## src/rtl/spook_lwc_pkg.sv

```systemverilog
`default_nettype none
// ============================================================================
// Module      : spook_lwc_pkg
// Description : Shared constants and types for the Spook LWC output bus:
//               dtype codes, status codes, header field positions, record kinds.
// Revision    : 1.0 - initial release
// ============================================================================
package spook_lwc_pkg;

  localparam logic [3:0] c_dtype_ad    = 4'h1;
  localparam logic [3:0] c_dtype_pt    = 4'h4;
  localparam logic [3:0] c_dtype_ct    = 4'h5;
  localparam logic [3:0] c_dtype_tag   = 4'h8;
  localparam logic [3:0] c_dtype_key   = 4'hC;
  localparam logic [3:0] c_dtype_nonce = 4'hD;

  localparam logic [3:0] c_status_ok   = 4'hE;
  localparam logic [3:0] c_status_fail = 4'hF;

  localparam int c_hdr_dtype_msb = 31;
  localparam int c_hdr_eoi       = 26;
  localparam int c_hdr_eot       = 25;
  localparam int c_hdr_last      = 24;
  localparam int c_hdr_len_msb   = 15;

  typedef enum logic [1:0] {
    c_rec_header = 2'd0,
    c_rec_data   = 2'd1,
    c_rec_status = 2'd2
  } rec_kind_t;

  function automatic logic is_status_code(input logic [3:0] nib);
    return (nib == c_status_ok) || (nib == c_status_fail);
  endfunction

  // Byte 0 sits in the MSB lane, so a partial word fills lanes from the top.
  function automatic logic [3:0] byte_mask(input logic [15:0] rem);
    logic [3:0] m;
    case (rem)
      16'd0:   m = 4'b0000;
      16'd1:   m = 4'b1000;
      16'd2:   m = 4'b1100;
      16'd3:   m = 4'b1110;
      default: m = 4'b1111;
    endcase
    return m;
  endfunction

endpackage
`default_nettype wire

```

## src/rtl/lwc_out_reg.sv

```systemverilog
`default_nettype none
// ============================================================================
// Module      : lwc_out_reg
// Description : Single valid/ready register slice carrying one parsed record.
// Revision    : 1.0 - initial release
// ============================================================================
module lwc_out_reg #(
  parameter int BUS_SIZE = 32
) (
  input  logic                  clk,
  input  logic                  rst,
  input  logic                  load,
  output logic                  up_ready,
  input  logic [1:0]            in_kind,
  input  logic [BUS_SIZE-1:0]   in_data,
  input  logic [BUS_SIZE/8-1:0] in_validity,
  input  logic [3:0]            in_dtype,
  input  logic                  in_last_of_seg,
  input  logic                  in_status_ok,
  output logic                  rec_valid,
  input  logic                  rec_ready,
  output logic [1:0]            rec_kind,
  output logic [BUS_SIZE-1:0]   rec_data,
  output logic [BUS_SIZE/8-1:0] rec_validity,
  output logic [3:0]            rec_dtype,
  output logic                  rec_last_of_seg,
  output logic                  status_ok
);

  // Refill in the same cycle the consumer drains, giving full throughput.
  assign up_ready = ~rec_valid | rec_ready;

  always_ff @(posedge clk or negedge rst) begin
    if (!rst) begin
      rec_valid       <= 1'b0;
      rec_kind        <= 2'd0;
      rec_data        <= '0;
      rec_validity    <= '0;
      rec_dtype       <= 4'h0;
      rec_last_of_seg <= 1'b0;
      status_ok       <= 1'b0;
    end else if (load) begin
      rec_valid       <= 1'b1;
      rec_kind        <= in_kind;
      rec_data        <= in_data;
      rec_validity    <= in_validity;
      rec_dtype       <= in_dtype;
      rec_last_of_seg <= in_last_of_seg;
      status_ok       <= in_status_ok;
    end else if (rec_ready) begin
      rec_valid       <= 1'b0;
    end
  end

endmodule
`default_nettype wire

```

## src/rtl/spook_resp_parser.sv

```systemverilog
`default_nettype none
// ============================================================================
// Module      : spook_resp_parser
// Description : Splits the Spook core output word stream into header, data and
//               status records and flags framing errors.
// Revision    : 1.0 - initial release
// ============================================================================
module spook_resp_parser
  import spook_lwc_pkg::*;
#(
  parameter int BUS_SIZE = 32
) (
  input  logic                  clk,
  input  logic                  rst,
  input  logic [BUS_SIZE-1:0]   bus_in,
  input  logic                  bus_in_valid,
  output logic                  bus_in_ready,
  input  logic                  bus_in_last,
  output logic                  rec_valid,
  input  logic                  rec_ready,
  output logic [1:0]            rec_kind,
  output logic [BUS_SIZE-1:0]   rec_data,
  output logic [BUS_SIZE/8-1:0] rec_validity,
  output logic [3:0]            rec_dtype,
  output logic                  rec_last_of_seg,
  output logic                  status_ok,
  output logic                  proto_err
);

  localparam int BUSdiv8 = BUS_SIZE / 8;

  localparam logic [0:0] S_HDR  = 1'b0;
  localparam logic [0:0] S_DATA = 1'b1;

  logic [0:0]         r_state;
  logic [15:0]        r_rem;
  logic [3:0]         r_dtype;
  logic               r_last_seen;
  logic               r_seg_open;
  logic               r_proto_err;

  logic               w_accept;
  logic [3:0]         w_nibble;
  logic [15:0]        w_hdr_len;
  logic               w_is_status;
  logic [15:0]        w_step;
  logic [15:0]        w_rem_next;
  rec_kind_t          w_kind;
  logic [BUSdiv8-1:0] w_validity;
  logic [3:0]         w_dtype;
  logic               w_last_of_seg;
  logic               w_status_ok;
  logic               w_err_now;

  assign w_accept    = bus_in_valid & bus_in_ready;
  assign w_nibble    = bus_in[c_hdr_dtype_msb -: 4];
  assign w_hdr_len   = bus_in[c_hdr_len_msb -: 16];
  assign w_is_status = (r_state == S_HDR) && is_status_code(w_nibble);
  assign w_step      = (r_rem >= 16'd4) ? 16'd4 : r_rem;
  assign w_rem_next  = r_rem - w_step;
  assign proto_err   = r_proto_err;

  always_comb begin
    w_kind        = c_rec_header;
    w_validity    = '1;
    w_dtype       = w_nibble;
    w_last_of_seg = 1'b0;
    w_status_ok   = 1'b0;
    w_err_now     = bus_in_last;
    if (w_is_status) begin
      w_kind      = c_rec_status;
      w_dtype     = 4'h0;
      w_status_ok = (w_nibble == c_status_ok);
      // A status closing a segment must follow a header marked last.
      w_err_now   = ~bus_in_last | (r_seg_open & ~r_last_seen);
    end else if (r_state == S_DATA) begin
      w_kind        = c_rec_data;
      w_validity    = byte_mask(r_rem);
      w_dtype       = r_dtype;
      w_last_of_seg = (w_rem_next == 16'd0);
    end
  end

  always_ff @(posedge clk or negedge rst) begin
    if (!rst) begin
      r_state     <= S_HDR;
      r_rem       <= 16'd0;
      r_dtype     <= 4'h0;
      r_last_seen <= 1'b0;
      r_seg_open  <= 1'b0;
      r_proto_err <= 1'b0;
    end else if (w_accept) begin
      r_proto_err <= r_proto_err | w_err_now;
      case (r_state)
        S_HDR: begin
          if (w_is_status) begin
            r_last_seen <= 1'b0;
            r_seg_open  <= 1'b0;
          end else begin
            r_dtype     <= w_nibble;
            r_last_seen <= bus_in[c_hdr_last];
            r_seg_open  <= 1'b1;
            r_rem       <= w_hdr_len;
            r_state     <= (w_hdr_len == 16'd0) ? S_HDR : S_DATA;
          end
        end
        S_DATA: begin
          r_rem <= w_rem_next;
          if (w_rem_next == 16'd0) begin
            r_state <= S_HDR;
          end
        end
        default: r_state <= S_HDR;
      endcase
    end
  end

  lwc_out_reg #(
    .BUS_SIZE (BUS_SIZE)
  ) u_out_reg (
    .clk             (clk),
    .rst             (rst),
    .load            (w_accept),
    .up_ready        (bus_in_ready),
    .in_kind         (w_kind),
    .in_data         (bus_in),
    .in_validity     (w_validity),
    .in_dtype        (w_dtype),
    .in_last_of_seg  (w_last_of_seg),
    .in_status_ok    (w_status_ok),
    .rec_valid       (rec_valid),
    .rec_ready       (rec_ready),
    .rec_kind        (rec_kind),
    .rec_data        (rec_data),
    .rec_validity    (rec_validity),
    .rec_dtype       (rec_dtype),
    .rec_last_of_seg (rec_last_of_seg),
    .status_ok       (status_ok)
  );

endmodule
`default_nettype wire

```

## config.mk

```make
export PLATFORM = sky130hd
export DESIGN_NAME = spook_resp_parser
export DESIGN_NICKNAME = d
export VERILOG_FILES = /design/src/rtl/spook_lwc_pkg.sv /design/src/rtl/lwc_out_reg.sv /design/src/rtl/spook_resp_parser.sv
export SDC_FILE = /design/constraint.sdc
export NUM_CORES = 1
export LEC_CHECK = 0
export CORE_AREA = 2 2 89 91
export CTS_BUF_LIST = sky130_fd_sc_hd__clkbuf_8
export CTS_CLUSTER_DIAMETER = 40
export DETAILED_ROUTE_END_ITERATION = 6
export DIE_AREA = 0 0 91 93
export HOLD_SLACK_MARGIN = 0.12
export PLACE_DENSITY_LB_ADDON = 0.25
export SKIP_LAST_GASP = 1
export SLEW_MARGIN = 5
export SYNTH_ARGS = -nofsm -noshare
export SYNTH_HDL_FRONTEND = slang
export SYNTH_SLANG_ARGS = --single-unit
```

## constraint.sdc

```tcl
create_clock -name clk -period 2.8 [get_ports clk]
set_input_delay 0.28 -clock clk [delete_from_list [all_inputs] [get_ports clk]]
set_output_delay 0.28 -clock clk [all_outputs]
set_load 0.1 [all_outputs]
```

Yosys cells after proc, flatten, opt, wreduce, memory -nomap -nowiden
Index checks and enable logic that the tools add are counted.
{ "totals": {"in_bits": 37, "ff_bits": 69, "wordCells": 62, "output_inout_bits": 47} }
{ "classes": {"mux": 22, "reduce_logical": 9, "order_cmp": 1, "addsub": 1, "eq_ne": 6, "bitwise": 10} }
{ "ops": {"columns": ["operator", "count"], "rows": [
  ["16-bit logical NOT", 3],
  ["16-bit by 2-bit == test with 1-bit output, second input constant", 2],
  ["16-bit 2-to-1 mux", 2],
  ["16-bit case mux with 2 select lines", 1],
  ["16-bit by 1-bit == test with 1-bit output, second input constant", 1],
  ["16-bit by 3-bit >= comparator with 1-bit output, second input constant", 1],
  ["4-bit 2-to-1 mux", 4],
  ["4-bit case mux with 4 select lines", 1],
  ["16-bit subtractor", 1],
  ["1-bit 2-to-1 mux", 12],
  ["4-bit == test, second input constant", 2],
  ["1-bit inverter", 5],
  ["2-bit AND reduction", 2],
  ["1-bit bitwise OR", 3],
  ["3-bit AND reduction", 1],
  ["1-bit bitwise AND", 2],
  ["2-bit 2-to-1 mux", 1],
  ["2-bit != test, second input constant", 1],
  ["1-bit case mux with 2 select lines", 1],
  ["2-bit nonzero test", 1],
  ["1-bit logical AND", 1],
  ["1-bit logical OR", 1]
]} }

Depth between registers and ports, before layout
Gate-level depths: netlist (run 1).
{ "depth": {"depth_word": 6, "depth_mapped": 11, "ltp_nobuf": 10} }

Cells and area by module
Synthesis (run 1) repeated with hierarchy kept, for this count alone.
{ "hier_totals": {"cells_unflattened": 289, "area_unflattened_um2": 3490.8} }
{ "by_module_without_submodules": {"columns": ["module", "cells_each", "n_inst", "area_per_inst_um2"], "rows": [
  ["lwc_out_reg", 96, 1, 1871.8],
  ["spook_resp_parser", 193, 1, 1619.1]
]} }

Worst setup path after synthesis (run 1)
No wires, ideal clock.
{ "synth_timing": {"kind": "register -> register", "startpoint": "reg r_rem[9]", "endpoint": "reg r_state", "arrival_ns": 2.929, "required_ns": 2.659, "path_stages_with_launch": 12, "slack_ns": -0.270, "synth_period_minus_slack_ns": 3.070, "path_cell_list": "dfrtp_1 > clkbuf_1 > nor4_1 > nand4_1 > nand2_1 > ha_1 > or4_1 > a221oi_1 > and4_1 > o2111ai_1 > a2111oi_2 > o22ai_1"} }
{ "synth_between": {"elab_chain_cells": 6} }
{ "synth_rtl": {"columns": ["item", "line", "text"], "rows": [
  ["start: declaration", "spook_resp_parser.sv:36", "logic [15:0] r_rem;"],
  ["start signal: assignment", "spook_resp_parser.sv:103", "r_rem <= w_hdr_len;"],
  ["start signal: assignment", "spook_resp_parser.sv:108", "r_rem <= w_rem_next;"],
  ["16-bit by 3-bit >= comparator with 1-bit output", "spook_resp_parser.sv:59", "assign w_step = (r_rem >= 16'd4) ? 16'd4 : r_rem;"],
  ["16-bit 2-to-1 mux", "spook_resp_parser.sv:59", null],
  ["16-bit subtractor (*)", "spook_resp_parser.sv:60", "assign w_rem_next = r_rem - w_step;"],
  ["16-bit logical NOT (*)", "spook_resp_parser.sv:109", "if (w_rem_next == 16'd0) begin"],
  ["1-bit 2-to-1 mux (*)", "spook_resp_parser.sv:109", null],
  ["1-bit case mux with 2 select lines (*)", "spook_resp_parser.sv:94", "case (r_state)"],
  ["end signal: assignment", "spook_resp_parser.sv:104", "r_state <= (w_hdr_len == 16'd0) ? S_HDR : S_DATA;"],
  ["end: declaration", "spook_resp_parser.sv:35", "logic [0:0] r_state;"]
]} }
Mark *: on every way between the ends. The rest lies on a longest branch, timed or not.
A chain may end at the register's enable or synchronous reset.

Worst setup path in the final report (run 1)
{ "layout_timing": {"startpoint": "reg r_rem[8]", "endpoint": "reg r_state"} }
The elaborated chain is that of the path after synthesis.

==> results of run 1 <==
==> where the power goes <==
part | leakage [uW] | total, uW | internal [uW] | switching, uW
combinational | 0.00122 | 2250 | 744 | 1510
clock | 0.000119 | 977 | 588 | 388
sequential | 0.000842 | 1440 | 1240 | 194
total | 0.00219 | 4670 | 2570 | 2090
==> layer usage <==
metal	vias to the layer above	track usage (%)
li1	1490	-
met1	1452	30.9
met2	84	33.7
met3	7	3.71
met4	0	7.20
met5	-	0
==> cell families after synthesis <==
| kind of cell | synth area share [%] |
|---|---|
| AO/OA/AOI/OAI | 15.4 |
| adder cells (fa/ha/maj) | 0.381 |
| buffers and inverters | 3.66 |
| flip-flops | 52.6 |
| multiplexers | 2.93 |
| other | 0.114 |
| AND/OR/NAND/NOR | 24.9 |
==> per-stage QoR <==
step / setup WS, ps / util [%]
after detailed placement: -89.2 / 56.5
after global routing: -189 / 60.3
after floorplan: 212 / -
after global placement: -53.5 / 56.5
after CTS: 3.84 / 60.1
final: 22.7 / 60.3
==> sequential cells by signal, indices dropped and copies added, names as in the netlist <==
name                       flops
proto_err                      1
r_state                        1
u_out_reg.rec_kind             2
u_out_reg.rec_last_of_seg      1
u_out_reg.rec_validity         4
r_last_seen                    1
u_out_reg.rec_dtype            4
r_dtype                        4
r_rem                         16
r_seg_open                     1
u_out_reg.status_ok            1
u_out_reg.rec_valid            1
u_out_reg.rec_data            32
==> synthesized netlist by cell type, types with 2 or more instances <==
master      n  area, sq um
nor3_1      3         15.0
nand3_1    10         50.1
or4_4       2         22.5
nand4_1     2         12.5
o21ai_0    24          120
buf_6       2         22.5
dfrtp_1    69         1730
inv_1       7         26.3
or4_1       3         22.5
buf_1       3         11.3
o21bai_1    2         15.0
clkbuf_1   16         60.1
o22ai_1    10         62.6
nand2b_1    3         18.8
a31oi_1     4         25.0
nor2_1     15         56.3
and3_1      5         31.3
mux2_2      5         56.3
and4_1      2         17.5
and2_1      2         12.5
a22o_1      2         17.5
a21oi_1    22          110
o22a_1      5         43.8
nand2_1   125          469
nor4_1      6         37.5
mux2i_1     4         40.0
==> worst min path at each step <==
stage                     cells after the start  startpoint                                 end  slack [ps]
after floorplan                               0         rst               proto_err$_DFFE_PN0P_         -20
after global placement                        1         rst  u_out_reg.rec_data[13]$_DFFE_PN0P_         390
after detailed placement                      1         rst  u_out_reg.rec_data[13]$_DFFE_PN0P_         400
after CTS                                     3  bus_in[25]  u_out_reg.rec_data[25]$_DFFE_PN0P_         440
after global routing                          3  bus_in[25]  u_out_reg.rec_data[25]$_DFFE_PN0P_         460
final                                         3  bus_in[25]  u_out_reg.rec_data[25]$_DFFE_PN0P_         460
==> cell type report <==
| type | instances | area, sq um | share of cell area [%] |
|---|---|---|---|
| tap | 102 | 128 | 2.81 |
| clock inverter | 6 | 113 | 2.48 |
| multi-input combinational | 274 | 1480 | 32.6 |
| clock buffer | 9 | 124 | 2.73 |
| inverter | 7 | 26.3 | 0.579 |
| timing repair buffer | 114 | 943 | 20.8 |
| sequential | 69 | 1730 | 38.0 |
==> worst max-delay path, delay by kind of cell (launching register included) <==
family | cells | cell delay (ps)
and+or+nand+nor | 5 | 1120
AOI/OAI and AO/OA | 4 | 750
DFF | 1 | 390
adders and majority gates | 1 | 230
buffers and inverters | 1 | 170
==> what timing repair did <==
| item | 4_1_cts | 5_1_grt |
|---|---|---|
| gates cloned | 0 | 0 |
| pin swaps | 3 | 1 |
| endpoints found under the setup margin | 2 | 2 |
| hold buffers | 1 | 0 |
| endpoints found under the hold margin | 32 | 0 |
| setup buffers | 0 | 2 |
| gates resized for setup | 2 | 1 |
==> reports/results.tsv, run 1 <==
stage	metric	value	unit
run	Max-Cap Viols	0	
worst_setup_path	critical path launch point	r_rem[8]$_DFFE_PN0P_	
clocking	htree depth	3	
routing	wire length per cell	15.1	microns
clocking	clock tree root buffer cell	clkbuf_8	
placed_design	count of port buffers added during placement	83	
finish	Nets	513	
finish	post-layout instance count excluding filler cells	581	
clocking	Worst-Skew Late Latency	340	ps
clocking	Max Root-Sink Buffers	2	
timing	total negative slack	0	ps
worst_setup_path	Critical Path Fanout Max	3	
routing	number of detailed-routing iterations run before antenna repair	4	
die	CORE AREA	7530	sq um
timing	final number of setup-violating endpoints	0	
power	total power consumption of the routed design	4670	uW
clocking	TritonCTS buffer count	9	
worst_setup_path	Critical Path RT	3000	ps
global_route	pin count of the biggest net entering global routing	35	
finish	Layout Cell Area excl Fill	4540	sq um
routing	number of DRC markers after the initial detailed-route iteration	188	
outcome	status	complete, no violations	
synth	Post-Synthesis Mean Instance Area	8.85	sq um
synth	part of the Yosys area used for sequential elements	52.6	%
die	Top-Level Pins	84	
die	std cell rows	32	
routing	total length of routed wires	8770	microns
die	initial core utilization	43.6	%
timing	Worst slew margin	28.5	%
routing	post-detailed-route via-to-cell ratio	5.22	
global_route	combined global-route utilization of all metal layers	21.6	%
global_route	global-route wire length before repair	14500	microns
timing	Final Skew	8.90	ps
synth	number of flops mapped to enable cells by yosys	0	
finish	most frequent cells in the layout	124 x nand2_1, 77 x buf_4, 68 x dfrtp_1	
worst_setup_path	critical path capture point	r_state$_DFFE_PN0P_	
clocking	clock tree from TritonCTS	built	
finish	number of inserted diodes	0	
power	ratio of total power to cell area	1030	nW/um^2
synth	synthesized instance count	371	
finish	total of fill cells in the finished design	716	
global_route	number of antenna violations at the first check in global routing	0	
worst_hold_path	worst hold path type	input pin to flop	
synth	nets in the synthesized netlist	409	
worst_setup_path	largest incremental delay on the critical path	410	ps
timing	share of the cycle needed by the critical path after routing	99.2	%
timing	pins over their slew limit	0	
routing	met3 layer wire length in the routed design	500	microns
synth	warnings from Yosys	0	
worst_setup_path	worst reg2reg path endpoint	r_state$_DFFE_PN0P_	
synth	mapped cell area	3280	sq um
synth	unique cell type count in the Yosys netlist	44	
routing	DRC viols	0	
synth	Synth Register Bits	69	
timing	f_max	0.360	GHz
power	P_leak	0.00219	uW
worst_setup_path	crit end category	flop	
worst_setup_path	Worst R2R Setup Slack	20	ps
worst_setup_path	crit path cell chain	nor4_2, buf_4, nand4_1, nand2_1, ha_1, or4_1, a221oi_2, and4_1, o2111ai_2, a2111oi_4, o22ai_1	
placed_design	number of placed instances with taps included	563	
worst_setup_path	type of the worst setup path	flop to flop	
worst_setup_path	R2R cell count	11	
clocking	clock transition at the register clock pins on the worst setup and hold paths after CTS	80	ps
worst_setup_path	data arrival time of the worst path	2980	ps
timing	final hold violations	0	
finish	leading cell type in the layout, fill and taps excluded	nand2_1	
die	area of the die	8460	sq um
routing	Highest Signal Layer	met4	
timing	Post-Route Hold Slack	455	ps
routing	via count	3033	
placed_design	HPWL after DPL	6290	microns
timing	clock period minus final worst setup slack	2780	ps
die	DIE WIDTH	91	microns
timing	unrepaired setup endpoints after global routing	true	
placed_design	placed cell area	4260	sq um
routing	Routed met1 length	3950	microns
power	Worst VDD drop	509	uV
placed_design	RePlAce Congestion	0.894	
synth	most instantiated flip-flop cell in the synthesis netlist	dfrtp_1	
die	die extent in y	93	microns
global_route	GRT overflow	0	
worst_setup_path	source of the worst register-to-register timing path	r_rem[8]$_DFFE_PN0P_	
clocking	clock net sink count	69	
worst_setup_path	category of the worst setup path launch point	flop	
global_route	number of global-route vias before repair	2832	
finish	area added between synthesis and finish	38.3	%
worst_setup_path	cell at the slowest stage of the critical path	or4_1	
routing	detailed-routed wire length on met2	4220	microns
synth	Post-synth ARST share	100	%
routing	Detail Route Antenna Nets	0	
finish	layout cell share with drive strength beyond 1	23.6	%
timing	transition time of the tightest slew-check pin	1070	ps
(Power assumes the default switching activity.)
==> inputs of run 2 (changes only) <==
Settings changed: CORE_AREA 2 2 89 91 to 8 8 95 97, DIE_AREA 0 0 91 93 to 0 0 103 105.
==> reports/results.tsv, run 2 (synthesis results as in run 1) <==
stage	metric	value	unit	change
finish	area added between synthesis and finish	40.0	%	
outcome	violations in the final reports	setup timing		
routing	number of DRC markers after the initial detailed-route iteration	181		-3.7%
global_route	pin count of the biggest net entering global routing	51		+46%
global_route	global-route wire length before repair	16000	microns	+11%
timing	share of the cycle needed by the critical path after routing	100	%	+1.1 points
finish	number of flip-flops in the largest register	32		unchanged
clocking	TritonCTS buffer count	9		unchanged
timing	clock period minus final worst setup slack	2810	ps	+32.0 ps
placed_design	RePlAce Congestion	0.881		-1.5%
placed_design	placed cell area	4250	sq um	-0.18%
finish	number of inserted diodes	0		unchanged
finish	registers with the most flip-flops	u_out_reg.rec_data (32), r_rem (16)		
finish	leading cell type in the layout, fill and taps excluded	nand2_1		
global_route	combined global-route utilization of all metal layers	18.6	%	-3.0 points
power	ratio of total power to cell area	1020	nW/um^2	-0.51%
global_route	number of antenna violations at the first check in global routing	0		unchanged
routing	number of detailed-routing iterations run before antenna repair	4		unchanged
global_route	GRT overflow	0		unchanged
finish	post-layout instance count excluding filler cells	586		+0.86%
placed_design	count of port buffers added during placement	83		unchanged
power	total power consumption of the routed design	4700	uW	+0.69%
finish	total of fill cells in the finished design	677		-5.4%
timing	transition time of the tightest slew-check pin	671	ps	-395 ps
clocking	Max Root-Sink Buffers	2		unchanged
timing	pins over their slew limit	0		unchanged
routing	via count	3085		+1.7%
clocking	clock tree from TritonCTS	built		
clocking	clock tree root buffer cell	clkbuf_8		
die	Top-Level Pins	84		unchanged
finish	most frequent cells in the layout	123 x nand2_1, 81 x buf_4, 68 x dfrtp_1		
timing	unrepaired setup endpoints after global routing	true		
die	CORE AREA	7530	sq um	unchanged
clocking	htree depth	3		unchanged
global_route	number of global-route vias before repair	3201		+13%
die	initial core utilization	43.6	%	unchanged
timing	final hold violations	0		unchanged
routing	post-detailed-route via-to-cell ratio	5.26		+0.85%
worst_setup_path	type of the worst setup path	flop to flop		
die	area of the die	10800	sq um	+28%
placed_design	HPWL after DPL	6860	microns	+9.1%
finish	layout cell share with drive strength beyond 1	24.6	%	+1.0 points
timing	Worst slew margin	55.3	%	+27 points
worst_hold_path	worst hold path type	input pin to flop		
worst_setup_path	Critical Path Fanout Max	4		+1
die	std cell rows	32		unchanged
clocking	clock net sink count	69		unchanged
routing	Detail Route Antenna Nets	0		unchanged
placed_design	placement-stage worst setup slack	-160	ps	-70.9 ps
clocking	Worst-Skew Late Latency	350	ps	about the same
finish	Layout Cell Area excl Fill	4600	sq um	+1.2%
die	DIE WIDTH	103	microns	+13%
worst_setup_path	category of the worst setup path launch point	flop		
routing	total length of routed wires	9530	microns	+8.6%
timing	crit path setup slack, layout	-9.31	ps	-32.0 ps
outcome	status	finished, violations left		
worst_setup_path	crit end category	flop		
finish	Nets	517		+0.78%
worst_setup_path	Critical Path RT	3020	ps	+20 ps
timing	final number of setup-violating endpoints	2		+2
die	die extent in y	105	microns	+13%
finish	Top reg by flops	u_out_reg.rec_data		
worst_setup_path	data arrival time of the worst path	3030	ps	+50 ps
timing	f_max	0.356	GHz	-1.1%
routing	DRC viols	0		unchanged
power	P_leak	0.00221	uW	+1.1%
clocking	clock transition at the register clock pins on the worst setup and hold paths after CTS	80	ps	about the same
timing	Final Skew	9.45	ps	+0.551 ps
power	Worst VDD drop	415	uV	-18%
placed_design	number of placed instances with taps included	562		-0.18%
routing	wire length per cell	16.3	microns	+7.7%
run	Max-Cap Viols	0		unchanged
==> run 2: timing repair <==
| item | 4_1_cts | 5_1_grt |
|---|---|---|
| pin swaps | 4 | 4 |
| endpoints found under the hold margin | 23 | 0 |
| resized for setup | 5 | 1 |
| hold buffers | 1 | 0 |
| setup buffers | 7 | 0 |
| setup endpoints to repair | 2 | 3 |
==> run 2: layout make-up <==
cell class | count | area (sq um) | area share (%)
Sequential cell | 69 | 1730 | 37.6
Multi-Input combinational cell | 274 | 1490 | 32.5
Tap cell | 102 | 128 | 2.78
Clock buffer | 10 | 138 | 2.99
Timing Repair Buffer | 118 | 973 | 21.2
Inverter | 7 | 26.3 | 0.572
Clock inverter | 6 | 111 | 2.42
==> run 2: through the flow <==
| stage | hold WS, ps | utilization, % | TNS [ps] |
|---|---|---|---|
| 3_5_place_dp | 306 | 56.4 | -311 |
| 5_1_grt | 458 | 61.1 | -367 |
| 3_3_place_gp | 303 | 56.4 | -64.5 |
| 6_report | 456 | 61.1 | -11.5 |
| 4_1_cts | 442 | 61.1 | -75.2 |
| 2_1_floorplan | -15.6 | - | 0 |
==> run 2: critical path: stages (launching register included) <==
cell and delay (ps):
dfrtp_1 390, nor4_2 300, buf_4 180, nand4_1 120, nand2_2 110, ha_4 200, or4_4 420, a221oi_2 190
and4_1 230, o2111ai_2 160, a2111oi_4 260, o22ai_1 110
==> run 2: path summary, 6_finish.rpt <==
kind                                              startpoint                                  to  slack [ps]  cells past startpoint
min in group asynchronous                                rst  u_out_reg.rec_data[15]$_DFFE_PN0P_         470                      2
max in group asynchronous                                rst              r_seg_open$_DFFE_PN0P_        1600                      3
min reg2reg                u_out_reg.rec_data[0]$_DFFE_PN0P_   u_out_reg.rec_data[0]$_DFFE_PN0P_         480                      2
max reg2reg                            r_rem[11]$_DFFE_PN0P_                 r_state$_DFFE_PN0P_          -9                     11
max                                    r_rem[11]$_DFFE_PN0P_                 r_state$_DFFE_PN0P_          -9                     11
min                                               bus_in[22]  u_out_reg.rec_data[22]$_DFFE_PN0P_         460                      3
==> run 2: layer usage <==
layer | share of wire (%) | GRT usage (%) | wire, microns
met4 | 1.7 | 8.38 | 161
met2 | 49 | 29.1 | 4680
met3 | 6.4 | 4.05 | 611
met5 | 0 | 0 | 0
met1 | 43 | 23.9 | 4080
==> run 2: report_power, final <==
part	leakage [uW]	total [uW]	switching [uW]	internal, uW
clock network	0.000128	1010	392	616
logic	0.00124	2240	1510	734
registers	0.000842	1450	210	1240
total	0.00221	4700	2110	2590
